[config.mk]
export PLATFORM = sky130hd
export DESIGN_NAME = vga_framebuffer_scanout
export DESIGN_NICKNAME = d
export VERILOG_FILES = /design/src/rtl/video_pkg.sv /design/src/rtl/vga_timing.sv /design/src/rtl/vga_framebuffer_scanout.sv
export SDC_FILE = /design/constraint.sdc
export NUM_CORES = 1
export LEC_CHECK = 0
export ABC_AREA = 1
export CORE_MARGIN = 8
export CORE_UTILIZATION = 56
export CTS_CLUSTER_SIZE = 25
export DETAILED_ROUTE_END_ITERATION = 7
export PLACE_DENSITY = 0.82
export SKIP_LAST_GASP = 1
export SYNTH_ARGS = -nofsm -noshare
export SYNTH_HDL_FRONTEND = slang
export SYNTH_SLANG_ARGS = --single-unit
[constraint.sdc]
create_clock -name clk -period 7.21 [get_ports clk]
set_clock_uncertainty 0.1 [all_clocks]
set_input_delay 0.721 -clock clk [delete_from_list [all_inputs] [get_ports clk]]
set_output_delay 0.721 -clock clk [all_outputs]
set_load 0.01 [all_outputs]
[src/rtl/video_pkg.sv]
// Shared video constants, stage bundle and zoom-factor helpers for the
// framebuffer scanout path.
package video_pkg;

  localparam int H_ACTIVE = 640;
  localparam int H_FP     = 16;
  localparam int H_SYNC   = 96;
  localparam int H_BP     = 48;
  localparam int H_TOTAL  = 800;

  localparam int V_ACTIVE = 480;
  localparam int V_FP     = 10;
  localparam int V_SYNC   = 2;
  localparam int V_BP     = 33;
  localparam int V_TOTAL  = 525;

  localparam int IMG_W = 160;
  localparam int IMG_H = 120;

  localparam int FB_AW = 19;
  localparam int PIX_W = 8;
  localparam int CNT_W = 11;

  typedef struct packed {
    logic             in_img;
    logic             active;
    logic             hs;
    logic             vs;
    logic             fv;
    logic [PIX_W-1:0] hpix;
  } pix_ctl_t;

  localparam pix_ctl_t PIX_CTL_RST = '{
    in_img: 1'b0,
    active: 1'b0,
    hs:     1'b1,
    vs:     1'b1,
    fv:     1'b0,
    hpix:   '0
  };

  // Only 1..4 are meaningful zoom factors; anything else draws at 1x.
  function automatic logic [2:0] fator_sanitize(
    input logic [2:0] f
  );
    logic [2:0] r;
    r = 3'd1;
    unique case (1'b1)
      (f == 3'd1): r = 3'd1;
      (f == 3'd2): r = 3'd2;
      (f == 3'd3): r = 3'd3;
      (f == 3'd4): r = 3'd4;
      default:     r = 3'd1;
    endcase
    return r;
  endfunction

  // Shift-add scaling of an image dimension by a 3-bit factor.
  function automatic logic [CNT_W-1:0] scale_dim(
    input logic [CNT_W-1:0] base,
    input logic [2:0]       f
  );
    logic [CNT_W-1:0] acc;
    acc = '0;
    if (f[0]) acc = acc + base;
    if (f[1]) acc = acc + (base << 1);
    if (f[2]) acc = acc + (base << 2);
    return acc;
  endfunction

endpackage

[src/rtl/vga_timing.sv]
// Horizontal/vertical raster counters with sync, active-area and
// frame-start decode.
module vga_timing #(
  parameter int H_ACTIVE = video_pkg::H_ACTIVE,
  parameter int H_FP     = video_pkg::H_FP,
  parameter int H_SYNC   = video_pkg::H_SYNC,
  parameter int H_BP     = video_pkg::H_BP,
  parameter int V_ACTIVE = video_pkg::V_ACTIVE,
  parameter int V_FP     = video_pkg::V_FP,
  parameter int V_SYNC   = video_pkg::V_SYNC,
  parameter int V_BP     = video_pkg::V_BP
) (
  input  logic        clk,
  input  logic        reset,
  output logic [10:0] h_cnt,
  output logic [10:0] v_cnt,
  output logic        active,
  output logic        hs,
  output logic        vs,
  output logic        frame_start
);
  import video_pkg::*;

  localparam int H_TOT = H_ACTIVE + H_FP + H_SYNC + H_BP;
  localparam int V_TOT = V_ACTIVE + V_FP + V_SYNC + V_BP;

  localparam logic [10:0] H_LAST = 11'(H_TOT - 1);
  localparam logic [10:0] V_LAST = 11'(V_TOT - 1);
  localparam logic [10:0] H_ACT  = 11'(H_ACTIVE);
  localparam logic [10:0] V_ACT  = 11'(V_ACTIVE);
  localparam logic [10:0] HS_B   = 11'(H_ACTIVE + H_FP);
  localparam logic [10:0] HS_E   = 11'(H_ACTIVE + H_FP + H_SYNC);
  localparam logic [10:0] VS_B   = 11'(V_ACTIVE + V_FP);
  localparam logic [10:0] VS_E   = 11'(V_ACTIVE + V_FP + V_SYNC);

  always_ff @(posedge clk) begin
    if (reset) begin
      h_cnt <= '0;
      v_cnt <= '0;
    end else if (h_cnt == H_LAST) begin
      h_cnt <= '0;
      if (v_cnt == V_LAST) v_cnt <= '0;
      else                 v_cnt <= v_cnt + 11'd1;
    end else begin
      h_cnt <= h_cnt + 11'd1;
    end
  end

  assign active = (h_cnt < H_ACT) && (v_cnt < V_ACT);
  assign hs = !((h_cnt >= HS_B) && (h_cnt < HS_E));
  assign vs = !((v_cnt >= VS_B) && (v_cnt < VS_E));
  assign frame_start = (h_cnt == '0) && (v_cnt == '0);

endmodule

[src/rtl/vga_framebuffer_scanout.sv]
// Centred grayscale framebuffer scanout with VGA timing.
// Optional macro VGA_TEST_PATTERN_EN: gray ramp while no valid frame.
module vga_framebuffer_scanout #(
  parameter int IMG_W    = video_pkg::IMG_W,
  parameter int IMG_H    = video_pkg::IMG_H,
  parameter int H_ACTIVE = video_pkg::H_ACTIVE,
  parameter int H_FP     = video_pkg::H_FP,
  parameter int H_SYNC   = video_pkg::H_SYNC,
  parameter int H_BP     = video_pkg::H_BP,
  parameter int V_ACTIVE = video_pkg::V_ACTIVE,
  parameter int V_FP     = video_pkg::V_FP,
  parameter int V_SYNC   = video_pkg::V_SYNC,
  parameter int V_BP     = video_pkg::V_BP
) (
  input  logic                          clk,
  input  logic                          reset,
  input  logic [2:0]                    fator,
  input  logic                          frame_valid,
  output logic [video_pkg::FB_AW-1:0]   ram_rdaddr,
  input  logic [video_pkg::PIX_W-1:0]   ram_q,
  output logic [video_pkg::PIX_W-1:0]   vga_r,
  output logic [video_pkg::PIX_W-1:0]   vga_g,
  output logic [video_pkg::PIX_W-1:0]   vga_b,
  output logic                          vga_hs,
  output logic                          vga_vs,
  output logic                          vga_blank_n,
  output logic                          vga_sync_n
);
  import video_pkg::*;

  logic [10:0] h_cnt;
  logic [10:0] v_cnt;
  logic        active;
  logic        hs;
  logic        vs;
  logic        frame_start;

  vga_timing #(
    .H_ACTIVE (H_ACTIVE),
    .H_FP     (H_FP),
    .H_SYNC   (H_SYNC),
    .H_BP     (H_BP),
    .V_ACTIVE (V_ACTIVE),
    .V_FP     (V_FP),
    .V_SYNC   (V_SYNC),
    .V_BP     (V_BP)
  ) u_timing (
    .clk         (clk),
    .reset       (reset),
    .h_cnt       (h_cnt),
    .v_cnt       (v_cnt),
    .active      (active),
    .hs          (hs),
    .vs          (vs),
    .frame_start (frame_start)
  );

  logic [2:0] fator_q;
  logic       fv_q;
  logic [2:0] f_eff;
  logic       fv_eff;

  // The frame-start cycle already draws with the freshly latched settings.
  assign f_eff  = frame_start ? fator_sanitize(fator) : fator_q;
  assign fv_eff = frame_start ? frame_valid : fv_q;

  always_ff @(posedge clk) begin
    if (reset) begin
      fator_q <= 3'd1;
      fv_q    <= 1'b0;
    end else if (frame_start) begin
      fator_q <= fator_sanitize(fator);
      fv_q    <= frame_valid;
    end
  end

  logic [10:0] img_w;
  logic [10:0] img_h;
  logic [10:0] ox;
  logic [10:0] oy;
  logic [10:0] x_end;
  logic [10:0] y_end;
  logic        in_img;
  logic        last_px;

  assign img_w = scale_dim(11'(IMG_W), f_eff);
  assign img_h = scale_dim(11'(IMG_H), f_eff);
  assign ox    = (11'(H_ACTIVE) - img_w) >> 1;
  assign oy    = (11'(V_ACTIVE) - img_h) >> 1;
  assign x_end = ox + img_w;
  assign y_end = oy + img_h;

  assign in_img = fv_eff
               && (h_cnt >= ox) && (h_cnt < x_end)
               && (v_cnt >= oy) && (v_cnt < y_end);

  assign last_px = (h_cnt == x_end - 11'd1)
                && (v_cnt == y_end - 11'd1);

  logic [FB_AW-1:0] addr;
  logic [FB_AW-1:0] cur_addr;

  assign cur_addr = frame_start ? '0 : addr;

  // Holding on the last pixel keeps the address within W*H-1.
  always_ff @(posedge clk) begin
    if (reset) begin
      addr <= '0;
    end else if (in_img && !last_px) begin
      addr <= cur_addr + 19'd1;
    end else begin
      addr <= cur_addr;
    end
  end

  pix_ctl_t s1;
  pix_ctl_t s2;

  always_ff @(posedge clk) begin
    if (reset) begin
      ram_rdaddr <= '0;
      s1         <= PIX_CTL_RST;
      s2         <= PIX_CTL_RST;
    end else begin
      ram_rdaddr <= cur_addr;
      s1.in_img  <= in_img;
      s1.active  <= active;
      s1.hs      <= hs;
      s1.vs      <= vs;
      s1.fv      <= fv_eff;
      s1.hpix    <= h_cnt[7:0];
      s2         <= s1;
    end
  end

  logic [PIX_W-1:0] pix;

  always_comb begin
    pix = '0;
    if (s2.active) begin
      if (s2.in_img) begin
        pix = ram_q;
      end
`ifdef VGA_TEST_PATTERN_EN
      else if (!s2.fv) begin
        pix = s2.hpix;
      end
`endif
    end
  end

`ifndef VGA_TEST_PATTERN_EN
  logic unused_pattern;
  assign unused_pattern = ^{s2.fv, s2.hpix};
`endif

  assign vga_r       = pix;
  assign vga_g       = pix;
  assign vga_b       = pix;
  assign vga_hs      = s2.hs;
  assign vga_vs      = s2.vs;
  assign vga_blank_n = s2.active;
  assign vga_sync_n  = 1'b0;

endmodule
==> metrics.yaml, run 1 <==
tns_ns: 0
period_minus_slack_ns: 6.09
path_buf_inv: 7
synth_edf_count: 0
worst-path-max-fanout: 23
final_cell_mix: "nand2_1 (144), inv_1 (123), nor2_1 (95), dfxtp_1 (72), nand3_1 (61)"
num_rows: 36
slew_viol_final: 0
ys_types: 43
wl_per_cell_um: 14.0
post_cts_buffers: 0
status: "finished, final reports clean"
via_per_inst: 5.36
cp_common_cell: "inv_1"
r2r-end: "addr[1]"
pin_count: 61
register_area_um2: 1440
fillCellCount: 856
clock-root-buffer: "clkbuf_8"
synth-main-ff-cell: "dfxtp_1"
syn2layout_area_growth_pct: 14.3
synth_nets: 853
fp.dieW_um: 114
final_nets: 895
crit_path_start_kind: "flop"
syn_avg_cell_area_um2: 6.87
io_buffers: 59
clock_sinks: 72
grt_pass1_wl_um: 22600
min_from: "s1[12]"
final_common_cell: "nand2_1"
relSlewSlack_pct: 50.1
critPathKind: "flop to flop"
h-tree-depth: 3
rsz0062_at_grt: "false"
hpwlAfterDp_um: 10400
coreArea_um2: 9550
grt_max_degree: 50
syn_area_um2: 5400
gr-total-overflow: 0
setup_viol: 0
die_h_um: 114
multi_input_area_um2: 3270
crit_path_top_delay_cell: "nand2_2"
hold_viol_final: 0
max_freq_ghz: 0.164
worstPathRequired_ns: 7.36
drv_cap: 0
syn_inst: 786
cts_inserted_buffers: 9
arrival_ns: 6.24
routed_wirelength_um: 13600
end_kind: "flop"
fin_crit_sh_pct: 84.5
holdWs_ns: 0.304
ys_warn_count: 0
ys_ff_latch: 72
rrSetupSlack_ns: 1.12
timing.rr.start: "u_timing.v_cnt[1]"
drc: 0
slowest_delay_ns: 0.48
first_global_vias: 4989
worstHoldEndpoint: "s2[12]"
gp_congestion: 0.939
die-area_um2: 13000
drtIter0Drc: 445
cts_tree: "done"
firstDrtPassIters: 8
antenna_left: 0
clk_path_buf_depth: 2
holdCritPathClass: "flop to flop"
clock_latency_ns: 0.35
cts-resized-gates: 0
cellPowerDensity_nw_per_um2: 191
reg2regPathDepth: 34
antenna_found_initial: 1
crit_family: "simple AND/OR/NAND/NOR gates"
grt_util_all_layers_pct: 21.0
start_util_pct: 56.5
cts.clk_slew.worst_paths_ns: 0.08
yosysSeqAreaShare_pct: 26.7
postCtsHoldBufs: 0
p_leak_nw: 2.95
n_antenna_cell: 0
vdd_ir_drop_max_uv: 162
layout-drive-gt1-share_pct: 8.88
num_vias: 5179
ys_async_sr_fraction_pct: 0
hold_path_depth: 2
worst_pin_slew_ns: 0.739
-- report_power, final --
group	total (mW)	switching (mW)	internal, mW	leakage (nW)
registers	0.403	0.00239	0.401	0.582
clock network	0.328	0.159	0.170	0.0949
logic	0.446	0.290	0.157	2.27
total	1.18	0.451	0.727	2.95
-- worst max path at each step --
stage	startpoint	to	slack (ns)	cells past startpoint
3_5_place_dp	fator[2]	addr[1]	1.12	30
6_report	u_timing.v_cnt[1]	addr[1]	1.12	34
4_1_cts	u_timing.v_cnt[1]	addr[1]	1.16	34
3_3_place_gp	fator[2]	addr[1]	1.33	30
5_1_grt	u_timing.v_cnt[1]	addr[1]	0.51	34
2_1_floorplan	u_timing.v_cnt[1]	addr[18]	2.52	32
-- sequential cells by signal, summed over array words and instances (netlist names), 3 cells and up --
name,count
addr,19
fator_q,3
ram_rdaddr,19
s1,4
u_timing.h_cnt,11
u_timing.v_cnt,11
-- routing by layer --
layer,vias up,global-route usage [%],part of all wire [%]
met3,42,4.54,7.5
met4,2,9.49,3.0
met5,-,0,0.11
met1,2329,25.1,43
li1,2586,-,-
met2,220,35.4,46
-- worst min-delay path, cell delays in order, from the launching register on --
cell     delay, ns
dfxtp_1       0.30
inv_1         0.04
nor2_1        0.03
-- stage by stage --
step / util, % / setup WS, ns / power (mW) / std cells / instance area, um^2
6_report: 64.6 / 1.12 / 1.18 / 966 / 6170
4_1_cts: 64.5 / 1.16 / 1.18 / 965 / 6160
3_5_place_dp: 62.4 / 1.12 / 0.850 / 949 / 5960
2_1_floorplan: - / 2.52 / 0.753 / 786 / 5400
5_1_grt: 64.6 / 0.514 / 1.26 / 966 / 6170
3_3_place_gp: 62.4 / 1.33 / 0.834 / 949 / 5960
-- cells in the mapped netlist (all sizes together), types with 2 or more instances --
master / instances / share of area (%)
fa: 2 / 0.74
and2: 3 / 0.35
buf: 26 / 3.5
o21ai: 14 / 1.3
nor3b: 4 / 0.56
dfxtp: 72 / 27
or2: 4 / 0.46
nor4: 6 / 0.70
xor2: 29 / 4.7
nand3: 66 / 6.7
o22ai: 2 / 0.23
ha: 51 / 12
inv: 128 / 8.9
nand2: 166 / 13
clkbuf: 5 / 0.35
a21o: 2 / 0.28
xnor2: 6 / 0.97
nor3: 21 / 1.9
nand4: 23 / 2.8
a21oi: 40 / 4.3
o21bai: 2 / 0.28
nor2: 103 / 7.9
a211oi: 2 / 0.28
a221oi: 2 / 0.32
-- cell type report --
cell class                 count  share of cell area (%)
clock inverter                 6                    1.08
timing repair buffer          62                    9.82
clock buffer                  10                    2.23
inverter                     129                    7.85
tap                          133                    2.70
multi-input combinational    554                    53.0
sequential                    72                    23.4
-- logic make-up (layout without fill, tap and decap cells) --
group                      after synthesis  after routing  synth area share [%]
muxes                                    1              1                 0.209
xor gates and xnor gates                35             35                  5.68
adders and majority gates               53             53                  12.6
AOI/OAI and AO/OA                       67             67                  7.40
buffers and inverters                  160            207                  12.8
and+or+nand+nor                        397            397                  34.6
other                                    1              1                0.0695
DFF                                     72             72                  26.7
Note: power is estimated with default switching activity, not from simulation.
==> run 2, diff against run 1 <==
--- a/config.mk
+++ b/config.mk
@@ -7,10 +7,10 @@
 export LEC_CHECK = 0
 export ABC_AREA = 1
 export CORE_MARGIN = 8
-export CORE_UTILIZATION = 56
+export CORE_UTILIZATION = 52
 export CTS_CLUSTER_SIZE = 25
 export DETAILED_ROUTE_END_ITERATION = 7
-export PLACE_DENSITY = 0.82
+export PLACE_DENSITY = 0.8
 export SKIP_LAST_GASP = 1
 export SYNTH_ARGS = -nofsm -noshare
 export SYNTH_HDL_FRONTEND = slang
==> constraint.sdc (replaced) <==
create_clock -name clk -period 5.05 [get_ports clk]
set_clock_uncertainty 0.1 [all_clocks]
set_input_delay 0.505 -clock clk [delete_from_list [all_inputs] [get_ports clk]]
set_output_delay 0.505 -clock clk [all_outputs]
set_load 0.01 [all_outputs]
==> run 2 against run 1 <==
  * Cell count grew 2.9%
  * Worst setup slack lost 0.76 ns
  * Power grew 50%
  * Combinational power grew 60%
  * Core utilization shrank 0.96 points
  * Via count shrank 0.12%
  * Final area grew 5.1%
  * Sequential share of layout area shrank 1.1 points
  * Sequential power grew 43%
  * Largest power group unchanged
==> metrics.yaml, run 2 (synthesis gave the netlist of run 1 again) <==
critPathLaunch: "u_timing.v_cnt[0]"  # was u_timing.v_cnt[1]
place_ws_ns: 0.0816  # was 1.12 ns
clock-root-buffer: "clkbuf_8"  # unchanged
critPathKind: "flop to flop"  # unchanged
antenna_left: 0  # unchanged
cp_common_cell: "nand2_2"  # was inv_1
num_vias: 5173  # was 5179
worst_pin_slew_ns: 0.550  # was 0.739 ns
n_antenna_cell: 0  # unchanged
hpwlAfterDp_um: 10600  # was 10400 um
fin_crit_sh_pct: 93.0  # was 84.5%
holdWs_ns: 0.300  # was 0.304 ns
seqPwrFrac_pct: 32.6  # was 34.3%
tns_ns: 0  # unchanged
crit_path_top_delay_cell: "fa_2"  # was nand2_2
grt_util_all_layers_pct: 19.9  # was 21.0%
arrival_ns: 4.82  # was 6.24 ns
io_buffers: 59  # unchanged
cts.clk_slew.worst_paths_ns: 0.09  # was 0.08 ns
gr-total-overflow: 0  # unchanged
p_leak_nw: 3.11  # was 2.95 nW
status: "finished, final reports clean"  # unchanged
drv_cap: 0  # unchanged
pin_count: 61  # unchanged
first_global_vias: 5006  # was 4989
timing.rr.start: "u_timing.v_cnt[0]"  # was u_timing.v_cnt[1]
cellPowerDensity_nw_per_um2: 272  # was 191 nW/um^2
vdd_ir_drop_max_uv: 213  # was 162 uV
end_kind: "flop"  # unchanged
layout-drive-gt1-share_pct: 13.9  # was 8.88%
drtIter0Drc: 393  # was 445
coreArea_um2: 10200  # was 9550 um^2
netSwitchingFraction_pct: 38.4  # was 38.3%
slowest_delay_ns: 0.37  # was 0.48 ns
holdCritPathClass: "flop to flop"  # unchanged
period_minus_slack_ns: 4.69  # was 6.09 ns
antenna_found_initial: 0  # was 1
design_area_um2: 6480  # was 6170 um^2
num_rows: 37  # was 36
die-area_um2: 13900  # was 13000 um^2
slew_viol_final: 0  # unchanged
clock_latency_ns: 0.35  # about the same
hold_viol_final: 0  # unchanged
cts_inserted_buffers: 9  # unchanged
crit_path_start_kind: "flop"  # unchanged
rsz0062_at_grt: "false"  # unchanged
worst-path-max-fanout: 9  # was 23
min_from: "s1[11]"  # was s1[12]
h-tree-depth: 3  # unchanged
grt_max_degree: 50  # unchanged
fillCellCount: 908  # was 856
power_frac_comb_pct: 40.4  # was 37.9%
setup_viol: 0  # unchanged
firstDrtPassIters: 6  # was 8
largestRegisters: "addr x19, ram_rdaddr x19"  # unchanged
fp.dieW_um: 118  # was 114 um
final_nets: 920  # was 895
die_h_um: 118  # was 114 um
via_per_inst: 5.20  # was 5.36
max_freq_ghz: 0.213  # was 0.164 GHz
worst_slack_ns: 0.356  # was 1.12 ns
placed_area_um2: 6140  # was 5960 um^2
wl_per_cell_um: 13.8  # was 14.0 um
relSlewSlack_pct: 63.3  # was 50.1%
worstPathRequired_ns: 5.18  # was 7.36 ns
gp_congestion: 0.931  # was 0.939
final_common_cell: "nand2_1"  # unchanged
start_util_pct: 53.0  # was 56.5%
internal_power_mw: 1.09  # was 0.727 mW
grt_pass1_wl_um: 23500  # was 22600 um
power_frac_clock_pct: 27.0  # was 27.9%
clock_sinks: 72  # unchanged
routed_wirelength_um: 13700  # was 13600 um
syn2layout_area_growth_pct: 20.1  # was 14.3%
clk_path_buf_depth: 2  # unchanged
final_cell_mix: "nand2_1 (143), inv_1 (121), nor2_1 (93), dfxtp_1 (70), nand3_1 (61)"  # was nand2_1 (144), inv_1 (123), nor2_1 (95), dfxtp_1 (72), nand3_1 (61)
power.switching_mw: 0.679  # was 0.451 mW
drc: 0  # unchanged
cts_tree: "done"  # unchanged
## run 2: changes by cell type in the layout (fill, tap and decap cells not counted), moves of 3 or more
cell | before | now
xnor2_1 | 6 | 3
buf_6 | 0 | 3
buf_4 | 2 | 25
o21ai_1 | 0 | 3
o21ai_0 | 14 | 10
xnor2_2 | 0 | 3
## run 2: layer usage
metal  track usage (%)  part of all wire [%]  wire, um  up-vias
li1                  -                     -         -     2635
met1              24.5                    44      6080     2307
met2              33.3                    47      6380      202
met3              4.70                   6.9       938       29
met4              7.05                   2.0       272        0
met5                 0                     0         0        -
## run 2: repair_timing
action / in CTS / in global routing
setup endpoints to repair: 0 / 20
resized for setup: 0 / 31
hold buffers: 0 / 0
buffers inserted: 0 / 2
endpoints found under the hold margin: 0 / 0
## run 2: final timing paths
kind                  to  slack [ns]  cells past startpoint
max             addr[11]        0.36                     31
min          vga_blank_n        0.30                      2
max reg2reg     addr[11]        0.36                     31
min reg2reg  vga_blank_n        0.30                      2
## run 2: power by group through the flow
stage	Sequential [mW]	Clock, mW	Combinational (mW)
5_1_grt	0.577	0.514	0.812
2_1_floorplan	0.589	0	0.487
6_report	0.576	0.476	0.713
3_5_place_dp	0.589	0	0.656
3_3_place_gp	0.589	0	0.644
4_1_cts	0.576	0.487	0.659
## run 2: final cells by class
type	count	area (um^2)	area share, %
multi-input cells	554	3370	52.0
flip-flops and latches	72	1440	22.3
repair buffers	87	807	12.5
inverters	129	487	7.51
well taps	136	170	2.63
clock buffers	9	124	1.91
clock inverters	7	80.1	1.24
## run 2: per-stage QoR
step	total power [mW]	cells	util, %
4_1_cts	1.72	992	62.3
3_5_place_dp	1.25	976	60.3
6_report	1.77	994	63.6
2_1_floorplan	1.08	786	-
5_1_grt	1.90	994	63.6
3_3_place_gp	1.23	976	60.3
## run 2: critical path: cells and delay by family, from the launching register on
family	cells	cell delay, ns
compound gates	3	0.42
simple gates	17	1.97
buf+inv	7	0.71
flops	1	0.36
fa+ha+maj	4	0.99
==> run 3, diff against run 2 <==
--- a/config.mk
+++ b/config.mk
@@ -11,6 +11,7 @@
 export CTS_CLUSTER_SIZE = 25
 export DETAILED_ROUTE_END_ITERATION = 7
 export PLACE_DENSITY = 0.8
+export SKIP_CTS_REPAIR_TIMING = 1
 export SKIP_LAST_GASP = 1
 export SYNTH_ARGS = -nofsm -noshare
 export SYNTH_HDL_FRONTEND = slang
==> results of run 3 <==
Final layout, timing and power as in run 2 (identical DEF).
